<file path="src/rtl/cond_flags_unit_if.sv">
// cond_flags_unit_if
// Groups the flag-unit signals: ALU status load, condition request
// (valid/ready), registered condition result (valid/ready), flag stack
// push/pop, and the flag/error status outputs.
//   master : the side that drives the unit (ALU / control logic / bench)
//   slave  : the cond_flags_unit itself
interface cond_flags_unit_if;
    logic [3:0] StatusIn;   // [3]=V [2]=Z [1]=N [0]=C
    logic       StatusWe;
    logic [3:0] CondIn;
    logic       CondValid;
    logic       CondReady;
    logic       Taken;
    logic       TakeValid;
    logic       TakeReady;
    logic       Push;
    logic       Pop;
    logic [3:0] Flags;
    logic       StackErr;

    modport master (
        output StatusIn, StatusWe, CondIn, CondValid, TakeReady, Push, Pop,
        input  CondReady, Taken, TakeValid, Flags, StackErr
    );

    modport slave (
        input  StatusIn, StatusWe, CondIn, CondValid, TakeReady, Push, Pop,
        output CondReady, Taken, TakeValid, Flags, StackErr
    );
endinterface

</file>
<file path="src/rtl/cond_flags_unit.sv">
// cond_flags_unit
// Architectural flag register (V,Z,N,C) loaded from the ALU status word,
// condition-code evaluation with same-cycle forwarding of StatusIn, a LIFO
// flag save/restore stack, and a one-deep registered result stage.
// Ports:
//   Clock  : rising-edge clock
//   Resetn : asynchronous active-low reset
//   bus    : cond_flags_unit_if.slave (status load, condition handshake,
//            result handshake, Push/Pop, Flags, StackErr)
module cond_flags_unit #(
    parameter int STACK_DEPTH = 4
) (
    input logic               Clock,
    input logic               Resetn,
    cond_flags_unit_if.slave  bus
);
    localparam int AW = (STACK_DEPTH > 1) ? $clog2(STACK_DEPTH) : 1;
    localparam logic [AW:0] FULL = (AW+1)'(STACK_DEPTH);

    logic [3:0]  flags_q, flags_d;
    logic [AW:0] cnt_q, cnt_d;
    logic [3:0]  stk_q [STACK_DEPTH];
    logic        taken_q, taken_d;
    logic        tv_q, tv_d;
    logic        err_q, err_d;

    logic [3:0]  eff_flags;
    logic [AW:0] cnt_m1;
    logic        push_ok, pop_ok, accept, cond_ready;

    function automatic logic eval_cc(input logic [3:0] cc, input logic [3:0] f);
        logic v, z, n, c;
        v = f[3]; z = f[2]; n = f[1]; c = f[0];
        case (cc)
            4'h0: return z;
            4'h1: return !z;
            4'h2: return c;
            4'h3: return !c;
            4'h4: return n;
            4'h5: return !n;
            4'h6: return v;
            4'h7: return !v;
            4'h8: return c & !z;
            4'h9: return !c | z;
            4'hA: return n == v;
            4'hB: return n != v;
            4'hC: return !z & (n == v);
            4'hD: return z | (n != v);
            4'hE: return 1'b1;
            default: return 1'b0;
        endcase
    endfunction

    // Conditions see a same-cycle ALU write; Flags output does not.
    assign eff_flags = bus.StatusWe ? bus.StatusIn : flags_q;

    // Simultaneous Push+Pop is illegal, so each op is legal only alone.
    assign push_ok = bus.Push & !bus.Pop & (cnt_q != FULL);
    assign pop_ok  = bus.Pop & !bus.Push & (cnt_q != '0);
    assign cnt_m1  = cnt_q - 1'b1;

    // Ready depends only on the output register, never on CondValid.
    assign cond_ready = !tv_q | bus.TakeReady;
    assign accept     = bus.CondValid & cond_ready;

    always_comb begin
        flags_d = flags_q;
        cnt_d   = cnt_q;
        err_d   = (bus.Push | bus.Pop) & !push_ok & !pop_ok;
        taken_d = taken_q;
        tv_d    = tv_q;

        if (push_ok)     cnt_d = cnt_q + 1'b1;
        else if (pop_ok) cnt_d = cnt_m1;

        // An ALU write wins over a restore; the popped entry is dropped.
        if (bus.StatusWe)  flags_d = bus.StatusIn;
        else if (pop_ok)   flags_d = stk_q[cnt_m1[AW-1:0]];

        if (accept) begin
            taken_d = eval_cc(bus.CondIn, eff_flags);
            tv_d    = 1'b1;
        end else if (bus.TakeReady) begin
            tv_d    = 1'b0;
        end
    end

    always_ff @(posedge Clock or negedge Resetn) begin
        if (!Resetn) begin
            flags_q <= '0;
            cnt_q   <= '0;
            taken_q <= 1'b0;
            tv_q    <= 1'b0;
            err_q   <= 1'b0;
            for (int i = 0; i < STACK_DEPTH; i++) stk_q[i] <= '0;
        end else begin
            flags_q <= flags_d;
            cnt_q   <= cnt_d;
            taken_q <= taken_d;
            tv_q    <= tv_d;
            err_q   <= err_d;
            // Push saves the flags as they were before this cycle's update.
            if (push_ok) stk_q[cnt_q[AW-1:0]] <= flags_q;
        end
    end

    assign bus.CondReady = cond_ready;
    assign bus.Taken     = taken_q;
    assign bus.TakeValid = tv_q;
    assign bus.Flags     = flags_q;
    assign bus.StackErr  = err_q;
endmodule
</file>
<file path="src/flat_wrapper.sv">
// flat-port wrapper written by rule: the top's interface ports become plain ports
module cond_flags_unit_flat 
#(
    parameter int STACK_DEPTH = 4
)
  (Clock, Resetn, bus_StatusIn, bus_StatusWe, bus_CondIn, bus_CondValid, bus_TakeReady, bus_Push, bus_Pop, bus_CondReady, bus_Taken, bus_TakeValid, bus_Flags, bus_StackErr);
  cond_flags_unit_if bus_i ();
  input logic Clock;
  input logic Resetn;
  input wire logic [$bits(bus_i.StatusIn)-1:0] bus_StatusIn;
  input wire logic [$bits(bus_i.StatusWe)-1:0] bus_StatusWe;
  input wire logic [$bits(bus_i.CondIn)-1:0] bus_CondIn;
  input wire logic [$bits(bus_i.CondValid)-1:0] bus_CondValid;
  input wire logic [$bits(bus_i.TakeReady)-1:0] bus_TakeReady;
  input wire logic [$bits(bus_i.Push)-1:0] bus_Push;
  input wire logic [$bits(bus_i.Pop)-1:0] bus_Pop;
  output wire logic [$bits(bus_i.CondReady)-1:0] bus_CondReady;
  output wire logic [$bits(bus_i.Taken)-1:0] bus_Taken;
  output wire logic [$bits(bus_i.TakeValid)-1:0] bus_TakeValid;
  output wire logic [$bits(bus_i.Flags)-1:0] bus_Flags;
  output wire logic [$bits(bus_i.StackErr)-1:0] bus_StackErr;
  assign bus_i.StatusIn = bus_StatusIn;
  assign bus_i.StatusWe = bus_StatusWe;
  assign bus_i.CondIn = bus_CondIn;
  assign bus_i.CondValid = bus_CondValid;
  assign bus_i.TakeReady = bus_TakeReady;
  assign bus_i.Push = bus_Push;
  assign bus_i.Pop = bus_Pop;
  assign bus_CondReady = bus_i.CondReady;
  assign bus_Taken = bus_i.Taken;
  assign bus_TakeValid = bus_i.TakeValid;
  assign bus_Flags = bus_i.Flags;
  assign bus_StackErr = bus_i.StackErr;
  cond_flags_unit #(.STACK_DEPTH(STACK_DEPTH)) u_core (.Clock(Clock), .Resetn(Resetn), .bus(bus_i));
endmodule
</file>
<file path="config.mk">
export PLATFORM = sky130hd
export DESIGN_NAME = cond_flags_unit_flat
export DESIGN_NICKNAME = d
export VERILOG_FILES = /design/src/rtl/cond_flags_unit_if.sv /design/src/rtl/cond_flags_unit.sv /design/src/flat_wrapper.sv
export SDC_FILE = /design/constraint.sdc
export NUM_CORES = 1
export LEC_CHECK = 0
export CAP_MARGIN = 20
export CORE_MARGIN = 4
export CORE_UTILIZATION = 53
export DETAILED_ROUTE_END_ITERATION = 10
export PLACE_DENSITY = 0.79
export SETUP_SLACK_MARGIN = 0.4
export SYNTH_ARGS = -nofsm -noshare
export SYNTH_HDL_FRONTEND = slang
export SYNTH_SLANG_ARGS = --single-unit
</file>
<file path="constraint.sdc">
create_clock -name Clock -period 2.5 [get_ports Clock]
set_input_delay 0.25 -clock Clock [delete_from_list [all_inputs] [get_ports Clock]]
set_output_delay 0.25 -clock Clock [all_outputs]
set_load 0.03 [all_outputs]
</file>
# Yosys cells after proc, flatten, opt, wreduce, memory -nomap -nowiden
# Cells that the tools add are included.
# word_totals
output_inout_bits	8
mem_count	0
mem_bits_rw	0
elab_cells	75
input_bits	15
latch_bits	0
romBits	0
regBits	26
# classes
reduce_logical	15
shift	0
n_bitwise	15
n_eq_ne	17
div_mod_pow	0
addsub	2
muxes	14
n_lt_le_gt_ge	3
mul	0
# ops
op	count
$eq A4 B4 Y1 const B	7
$mux W4	6
$bwmux W16	1
$eq A4 B3 Y1 const B	4
$pmux W1 S15	1
$and A1 B1 Y1	9
$logic_not A1 Y1	9
$bmux W4 S2	1
$demux W4 S2	1
$eq A4 B2 Y1 const B	2
$ge A3 B3 Y1 const B	2
$mux W3	2
$not A2 Y3	2
$reduce_bool A2 Y1	3
$eq A4 B1 Y1 const B	1
$logic_not A4 Y1	1
$or A1 B1 Y1	4
$add A3 B1 Y3 const B	1
$lt A3 B1 Y1 const B	1
$ne A3 B3 Y1 const B	1
$reduce_bool A3 Y1	1
$sub A3 B1 Y3 const B	1
$mux W1	2
$eq A1 B1 Y1	1
other kinds (2)	2

# Depth between registers and ports, before layout
# Gate-level depths: netlist (run 1).
# logic_depth
word_depth	7
depth_mapped	9
mapped_depth_nobuf	7

# Worst setup path after synthesis (run 1)
# Ideal clock, no wire load.
# synth_timing
path_kind	register to register
start	reg u_core.cnt_q[0]
end	reg u_core.stk_q[0] in the netlist's numbering
arrival_time_ns	2.121
synth_period_minus_slack_ns	2.246
required_time_ns	2.375
setup_ns	0.125
n_path_buf	2
path_slack_ns	0.254
path_stages_with_launch	9
path_cell_list	dfrtp_1 > clkbuf_1 > inv_1 > ha_1 > ha_1 > nor2_1 > and3_1 > clkbuf_1 > mux2_2
# synth_between
elab_chain_len	6
elab_cells_between_ends	9
cone_classes	order compare: 2; eq/ne: 1; mux: 3; bitwise: 2; reduce/logical: 1
# synth_lines
item	line_no	text
start: declaration	cond_flags_unit.sv:21	logic [AW:0] cnt_q, cnt_d;
start signal: assignment	cond_flags_unit.sv:98	cnt_q <= cnt_d;
$not A2 Y3 (not written as such)	cond_flags_unit.sv:103	if (push_ok) stk_q[cnt_q[AW-1:0]] <= flags_q;
$ge A3 B3 Y1 (not written as such) / $lt A3 B1 Y1 (equally long branches)	cond_flags_unit.sv:103	
$logic_and A1 B1 Y1 (not written as such)	cond_flags_unit.sv:103	
$mux W4 (not written as such)	cond_flags_unit.sv:103	
$demux W4 S2	cond_flags_unit.sv:103	
$bwmux W16	cond_flags_unit.sv:103	
end signal: indexed assignment	cond_flags_unit.sv:103	
end: declaration	cond_flags_unit.sv:22	logic [3:0] stk_q [STACK_DEPTH];
# Parallel ways exist; a longest one is shown, timed or not.
# A chain may end at the register's enable or synchronous reset.

# Worst setup path in the final report (run 1)
# layout_timing
start	in bus_StatusWe
end	reg u_core.taken_q (netlist: u_core.bus.Taken)
# layout_between
elab_chain_len	4
elab_cells_between_ends	12
cone_classes	eq/ne: 2; mux: 2; bitwise: 4; reduce/logical: 4
# layout_lines
item	line_no	text
start: declaration	flat_wrapper.sv:11	input wire logic [$bits(bus_i.StatusWe)-1:0] bus_StatusWe;
$mux W4 (*)	cond_flags_unit.sv:55	assign eff_flags = bus.StatusWe ? bus.StatusIn : flags_q;
$ne A1 B1 Y1 (tied with other cells)	cond_flags_unit.sv:46, cond_flags_unit.sv:48	
$or A1 B1 Y1 (tied with other cells)	cond_flags_unit.sv:48	4'hD: return z | (n != v);
$pmux W1 S15 (*)	cond_flags_unit.sv:34	case (cc)
end signal: assignment	cond_flags_unit.sv:99	taken_q <= taken_d;
end: declaration	cond_flags_unit.sv:23	logic taken_q, taken_d;
# Mark *: on every way between the ends. The rest lies on a longest branch, timed or not.

==> impl_metrics.json, run 1 <==
{
  "first_global_vias": 1095,
  "finalHoldViolCount": 0,
  "leakage_uw": 0.000763,
  "viasPerCell": 5.82,
  "nets": 167,
  "grt_antenna_before_repair": 0,
  "relSlewSlack": 0.764,
  "hpwlAfterDp_mm": 2.18,
  "synth-async-reset-ratio": 1.00,
  "grt_pass1_wl_mm": 5.08,
  "p_sw_frac": 0.325,
  "drc": 0,
  "synthCells": 124,
  "yosys-top-cells-area": "dfrtp_1 45%, mux2_2 12%, mux4_2 6.2%, ha_1 5.2%, mux2i_1 4.8%",
  "routedWlPerCell_um": 16.8,
  "fp.coreArea_sq_mm": 0.00254,
  "ys_warn_count": 0,
  "place_congestion": 0.883,
  "hold_path_class": "in -> async",
  "overflow": 0,
  "switchingPower_uw": 557,
  "irDropWorstVdd_v": 0.000638,
  "period_minus_slack_ns": 1.98,
  "crit_arrival_ns": 2.23,
  "fin_worst_skew_ns": 0.00202,
  "rows": 18,
  "num_vias": 1018,
  "grtUsageTotal": 0.191,
  "setup_tns_ns": 0,
  "cts_tree": "yes",
  "end_kind": "flop",
  "num_io_pins": 23,
  "slowest_stage": "clkdlybuf4s50_1",
  "clkPwrFrac": 0.169,
  "synth_top_area_cell": "dfrtp_1",
  "powerDensity_mw_per_mm2": 971,
  "final_common_cell": "dfrtp_1",
  "h-tree-depth": 1,
  "wirelength_mm": 2.94,
  "min_period_over_period": 0.792,
  "fin_area_sq_mm": 0.00177,
  "max_slew.worst_pin.slew_ns": 0.353,
  "timing.fmax_mhz": 505,
  "mostFrequentLayoutCells": "26 x dfrtp_1, 22 x clkdlybuf4s50_1, 16 x mux2_2, 9 x nand2_1, 7 x mux2i_1",
  "worstPathMaxFanout": 6,
  "path_cells": "clkdlybuf4s50_1 > mux2_4 > a21o_1 > a31oi_1 > xnor2_1 > or4b_1 > o2111ai_1",
  "area_growth_pct": 21.5,
  "synth_nets": 145,
  "cts-root-buf": "clkbuf_4",
  "p_int_uw": 1160,
  "postPlaceCellArea_sq_mm": 0.00171,
  "pwr-share-comb": 0.423,
  "grt_max_degree": 27,
  "path_delay_family": "buffers and inverters",
  "cts.reportedPaths.clkPinSlew_ns": 0.14,
  "avgSynthCellArea_sq_um": 11.7,
  "ys_types": 32,
  "pwr-share-seq": 0.408,
  "drtIter0Drc": 40,
  "max_stage_delay_ns": 0.62,
  "place.port_buffers": 22,
  "syn_area_sq_mm": 0.00145,
  "synth_edf_count": 0,
  "critPathLaunchType": "input pin",
  "drive_gt1_frac": 0.234,
  "cts_made_buffers": 3,
  "finalMaxSlewViolations": 0,
  "crit_type": "in -> reg",
  "diodes": 0,
  "synth_flop_cell": "dfrtp_1",
  "cts_buffer_depth": 2,
  "die_h_um": 60.4,
  "synth_top_area_frac": 0.448,
  "status": "finished, final reports clean",
  "worstPathRequired_ns": 2.75,
  "ys_ff_latch": 26,
  "antenna_left": 0,
  "die_w_um": 60.4,
  "clk_latency_ns": 0.32,
  "yosysSeqAreaShare": 0.448,
  "path_buf_inv": 1,
  "dr.pass1.iters": 4,
  "maxCapViolCount": 0,
  "rsz0062_at_grt": "false",
  "start_util": 0.571,
  "setup_violations": 0,
  "cts_sinks": 26,
  "die_area_sq_mm": 0.00365
}
==> timing repair <==
action | CTS | global route
endpoints found under the setup margin | 0 | 11
hold buffers | 0 | 0
setup buffers | 0 | 0
gates resized for setup | 0 | 4
==> kinds of logic (layout without fill, tap and decap cells) <==
kind of cell / after synthesis / after routing / share of synthesized area
AND/OR/NAND/NOR: 28 / 28 / 0.106
flip-flops: 26 / 26 / 0.448
adder cells (fa/ha/maj): 6 / 6 / 0.0516
buffers and inverters: 12 / 33 / 0.0318
multiplexers: 28 / 28 / 0.244
AO/OA/AOI/OAI: 18 / 18 / 0.0826
XOR/XNOR: 6 / 6 / 0.0361
==> per-layer routing <==
metal	GRT usage	up-vias	part of all wire
li1	-	495	-
met3	0.0468	7	0.061
met4	0.0665	0	0.016
met1	0.241	487	0.44
met2	0.321	29	0.48
met5	0	-	0
==> Yosys cell counts (all sizes together), types with 2 or more instances <==
cell type and count:
inv 3, mux2i 7, nor2 3, ha 6
dfrtp 26, a31oi 2, o21ai 4, mux2 17
nand2 9, mux4 4, clkbuf 7, xnor2 6
and3 4, a21oi 4, nand2b 4, buf 2
a311oi 2, nor3 2
==> power groups by stage <==
| stage | Sequential (uW) | Clock [uW] | Combinational (uW) |
|---|---|---|---|
| CTS | 698 | 296 | 731 |
| finish | 700 | 289 | 726 |
| global placement | 696 | 0 | 701 |
| detailed placement | 707 | 0 | 726 |
| floorplan | 721 | 0 | 503 |
| global route | 724 | 318 | 798 |
==> worst reg2reg max path: stages (launching register included) <==
cell and delay, ns:
dfrtp_1 0.45, inv_1 0.09, ha_1 0.22, ha_1 0.21, nor2_2 0.22, and3_2 0.32
mux2_2 0.35
==> per-stage QoR <==
step | util | setup WS (ns) | total power [uW] | hold slack (ns) | cells
CTS | 0.692 | 0.468 | 1730 | 0.275 | 175
global placement | 0.672 | 0.243 | 1400 | 0.485 | 171
finish | 0.694 | 0.519 | 1710 | 0.268 | 175
global route | 0.694 | 0.439 | 1840 | 0.277 | 175
detailed placement | 0.672 | 0.187 | 1430 | 0.491 | 171
floorplan | - | 0.462 | 1220 | -0.0456 | 124
==> flip-flops by register name (all words and copies together), names as in the netlist <==
register	count
u_core.stk_q	16
u_core.bus.Flags	4
u_core.cnt_q	3
u_core.bus.StackErr	1
u_core.bus.TakeValid	1
u_core.bus.Taken	1
==> area by class of cell <==
class / instances / area, sq um
Sequential cell: 26 / 651
Inverter: 3 / 11.3
Fill cell: 192 / 778
Tap cell: 30 / 37.5
Clock inverter: 1 / 30.0
Clock buffer: 3 / 22.5
Multi-Input combinational cell: 86 / 764
Timing Repair Buffer: 26 / 250
==> final timing paths <==
kind	startpoint	endpoint	slack (ns)	depth (start not counted)
setup / recovery	bus_StatusWe	u_core.bus.Taken	0.52	7
hold / removal	Resetn	u_core.cnt_q[0]	0.27	2
setup reg to reg	u_core.cnt_q[1]	u_core.stk_q[3]	0.55	6
hold reg to reg	u_core.stk_q[9]	u_core.stk_q[9]	0.52	1
max in group asynchronous	Resetn	u_core.stk_q[15]	1.98	2
min in group Clock	u_core.stk_q[9]	u_core.stk_q[9]	0.52	1
Power figures use the tool's default switching activity.
==> inputs of run 2 (changes only) <==
- clock period: 2.5 -> 2.05 ns (I/O delays scaled with it)
==> run 2 against run 1 <==
Net effect:
- clock power down 23%
- setup slack worse by 0.21 ns
- non-clock buffer count up 14
- global-route usage up 0.43 points
- die area unchanged
- highest routed layer unchanged
- flip-flop and latch count stayed put
- worst hold slack lost 0.035 ns
- register-to-register slack worse by 0.24 ns
- via count rose by 5.4%
- total power is 35% higher
==> impl_metrics.json, run 2 (synthesized netlist as in run 1, its figures left out) <==
{
  "status": "finished, final reports clean",
  "endpoint": "u_core.bus.Taken",
  "p_int_uw": 1520,
  "cts_buffer_depth": 2,
  "irDropWorstVdd_v": 0.00103,
  "reg2reg_setup_slack_ns": 0.31,
  "drtIter0Drc": 38,
  "ff_latch_area_sq_um": 654,
  "hold_path_class": "in -> async",
  "area_growth_pct": 37.5,
  "wirelength_mm": 3.23,
  "first_global_vias": 1091,
  "largest_reg_flops": 16,
  "finalHoldViolCount": 0,
  "path_delay_family": "simple AND/OR/NAND/NOR gates",
  "fin_util": 0.786,
  "finalMaxSlewViolations": 0,
  "worstPathMaxFanout": 2,
  "grt_busiest_layer": "met2",
  "fp.coreArea_sq_mm": 0.00254,
  "grt_pass1_wl_mm": 5.11,
  "timing.fmax_mhz": 575,
  "hold_buffers": 0,
  "nets": 181,
  "viasPerCell": 5.68,
  "grtUsageTotal": 0.195,
  "r2r_end": "u_core.bus.Taken",
  "clk_latency_ns": 0.32,
  "leakage_uw": 0.000881,
  "placed_cells": 177,
  "drc": 0,
  "grt_antenna_before_repair": 0,
  "slowest_stage": "or4b_1",
  "crit_arrival_ns": 1.98,
  "crit-reg2reg-launch": "u_core.bus.Flags[2]",
  "final_common_cell": "dfrtp_1",
  "postPlaceCellArea_sq_mm": 0.00183,
  "overflow": 0,
  "worst-path-stages": 6,
  "num_io_pins": 23,
  "use_met2": 0.332,
  "grt_max_degree": 27,
  "relSlewSlack": 0.760,
  "dr.pass1.iters": 4,
  "path_buf_inv": 0,
  "die_area_sq_mm": 0.00365,
  "maxCapViolCount": 0,
  "die_h_um": 60.4,
  "grt.met3_usage": 0.0511,
  "max_slew.worst_pin.slew_ns": 0.359,
  "place.port_buffers": 22,
  "critPathLaunchType": "flop",
  "routedWlPerCell_um": 17.1,
  "final_cell_count_no_fill": 189,
  "cts-root-buf": "clkbuf_4",
  "mostFrequentLayoutCells": "23 x dfrtp_1, 17 x mux2_4, 16 x buf_4, 15 x clkdlybuf4s50_1, 9 x nand2_1",
  "cts_tree": "yes",
  "period_minus_slack_ns": 1.74,
  "rr_worst_depth": 6,
  "startpoint": "u_core.bus.Flags[2]",
  "whs_ns": 0.233,
  "worstPathRequired_ns": 2.30,
  "fin_worst_skew_ns": 0.00541,
  "powerDensity_mw_per_mm2": 1150,
  "min_period_over_period": 0.848,
  "pwr-share-seq": 0.375,
  "start_util": 0.571,
  "antenna_left": 0,
  "regMostFlops": "u_core.stk_q",
  "switchingPower_uw": 790,
  "rows": 18,
  "fin_area_sq_mm": 0.00200,
  "met1_usage": 0.246,
  "pwr-share-comb": 0.529,
  "rsz0062_at_grt": "true",
  "num_vias": 1073,
  "h-tree-depth": 1,
  "cts_made_buffers": 3,
  "path_cells": "mux2_4 > a21o_1 > a31oi_1 > xnor2_1 > or4b_1 > o2111ai_2",
  "cts_sinks": 26,
  "drive_gt1_frac": 0.371,
  "clkPwrFrac": 0.096,
  "multi_input_area_sq_um": 916,
  "p_sw_frac": 0.342,
  "fill_cells": 165,
  "cts.reportedPaths.clkPinSlew_ns": 0.13,
  "crit_type": "reg -> reg",
  "max_stage_delay_ns": 0.48,
  "diodes": 0,
  "hpwlAfterDp_mm": 2.27,
  "setup_violations": 0,
  "place_congestion": 0.898,
  "die_w_um": 60.4,
  "setup_tns_ns": 0,
  "end_kind": "flop"
}
==> run 2: cell count changes in the layout (fill, tap and decap cells not counted), sizes merged <==
cell / before / now
dlymetal6s2s: 0 / 1
clkdlybuf4s50: 22 / 15
clkbuf: 3 / 4
bufinv: 1 / 0
buf: 4 / 18
dlygate4sd2: 0 / 6
==> run 2: power by group through the flow <==
stage | Clock [uW] | Sequential, uW | Combinational, uW
after detailed placement | 0 | 879 | 1040
after global placement | 0 | 863 | 1020
after global routing | 254 | 886 | 1320
after floorplan | 0 | 893 | 768
final | 222 | 866 | 1220
after CTS | 228 | 854 | 1120
==> run 2: cell type report <==
class                           count  area share
Sequential cell                    26       0.327
Multi-Input combinational cell     86       0.458
Clock buffer                        4      0.0131
Tap cell                           30      0.0188
Inverter                            3     0.00688
Timing Repair Buffer               40       0.176
==> run 2: metal layers <==
layer	vias to the layer above	part of all wire
li1	518	-
met1	536	0.47
met2	15	0.49
met3	4	0.034
met4	0	0.010
met5	-	0
==> run 2: how the worst min path moves through the flow <==
stage | to | slack (ns) | cells after the start
2_1_floorplan | u_core.bus.Flags[0] | -0.09 | 0
3_3_place_gp | u_core.stk_q[13] | 0.48 | 1
4_1_cts | u_core.cnt_q[1] | 0.23 | 2
6_report | u_core.stk_q[13] | 0.23 | 2
3_5_place_dp | u_core.stk_q[4] | 0.49 | 1
5_1_grt | u_core.stk_q[15] | 0.23 | 2
==> run 2: what timing repair did <==
| action | CTS | global route |
|---|---|---|
| cloned | 1 | 0 |
| pin swaps | 6 | 7 |
| resized for setup | 18 | 16 |
| hold endpoints to repair | 0 | 0 |
| endpoints found under the setup margin | 29 | 25 |
| setup buffers | 4 | 3 |
==> run 2: through the flow <==
stage / setup slack, ns / power, uW
after global routing: 0.259 / 2460
after floorplan: 0.259 / 1660
after CTS: 0.318 / 2200
after global placement: -0.0686 / 1880
after detailed placement: -0.0667 / 1920
final: 0.312 / 2310
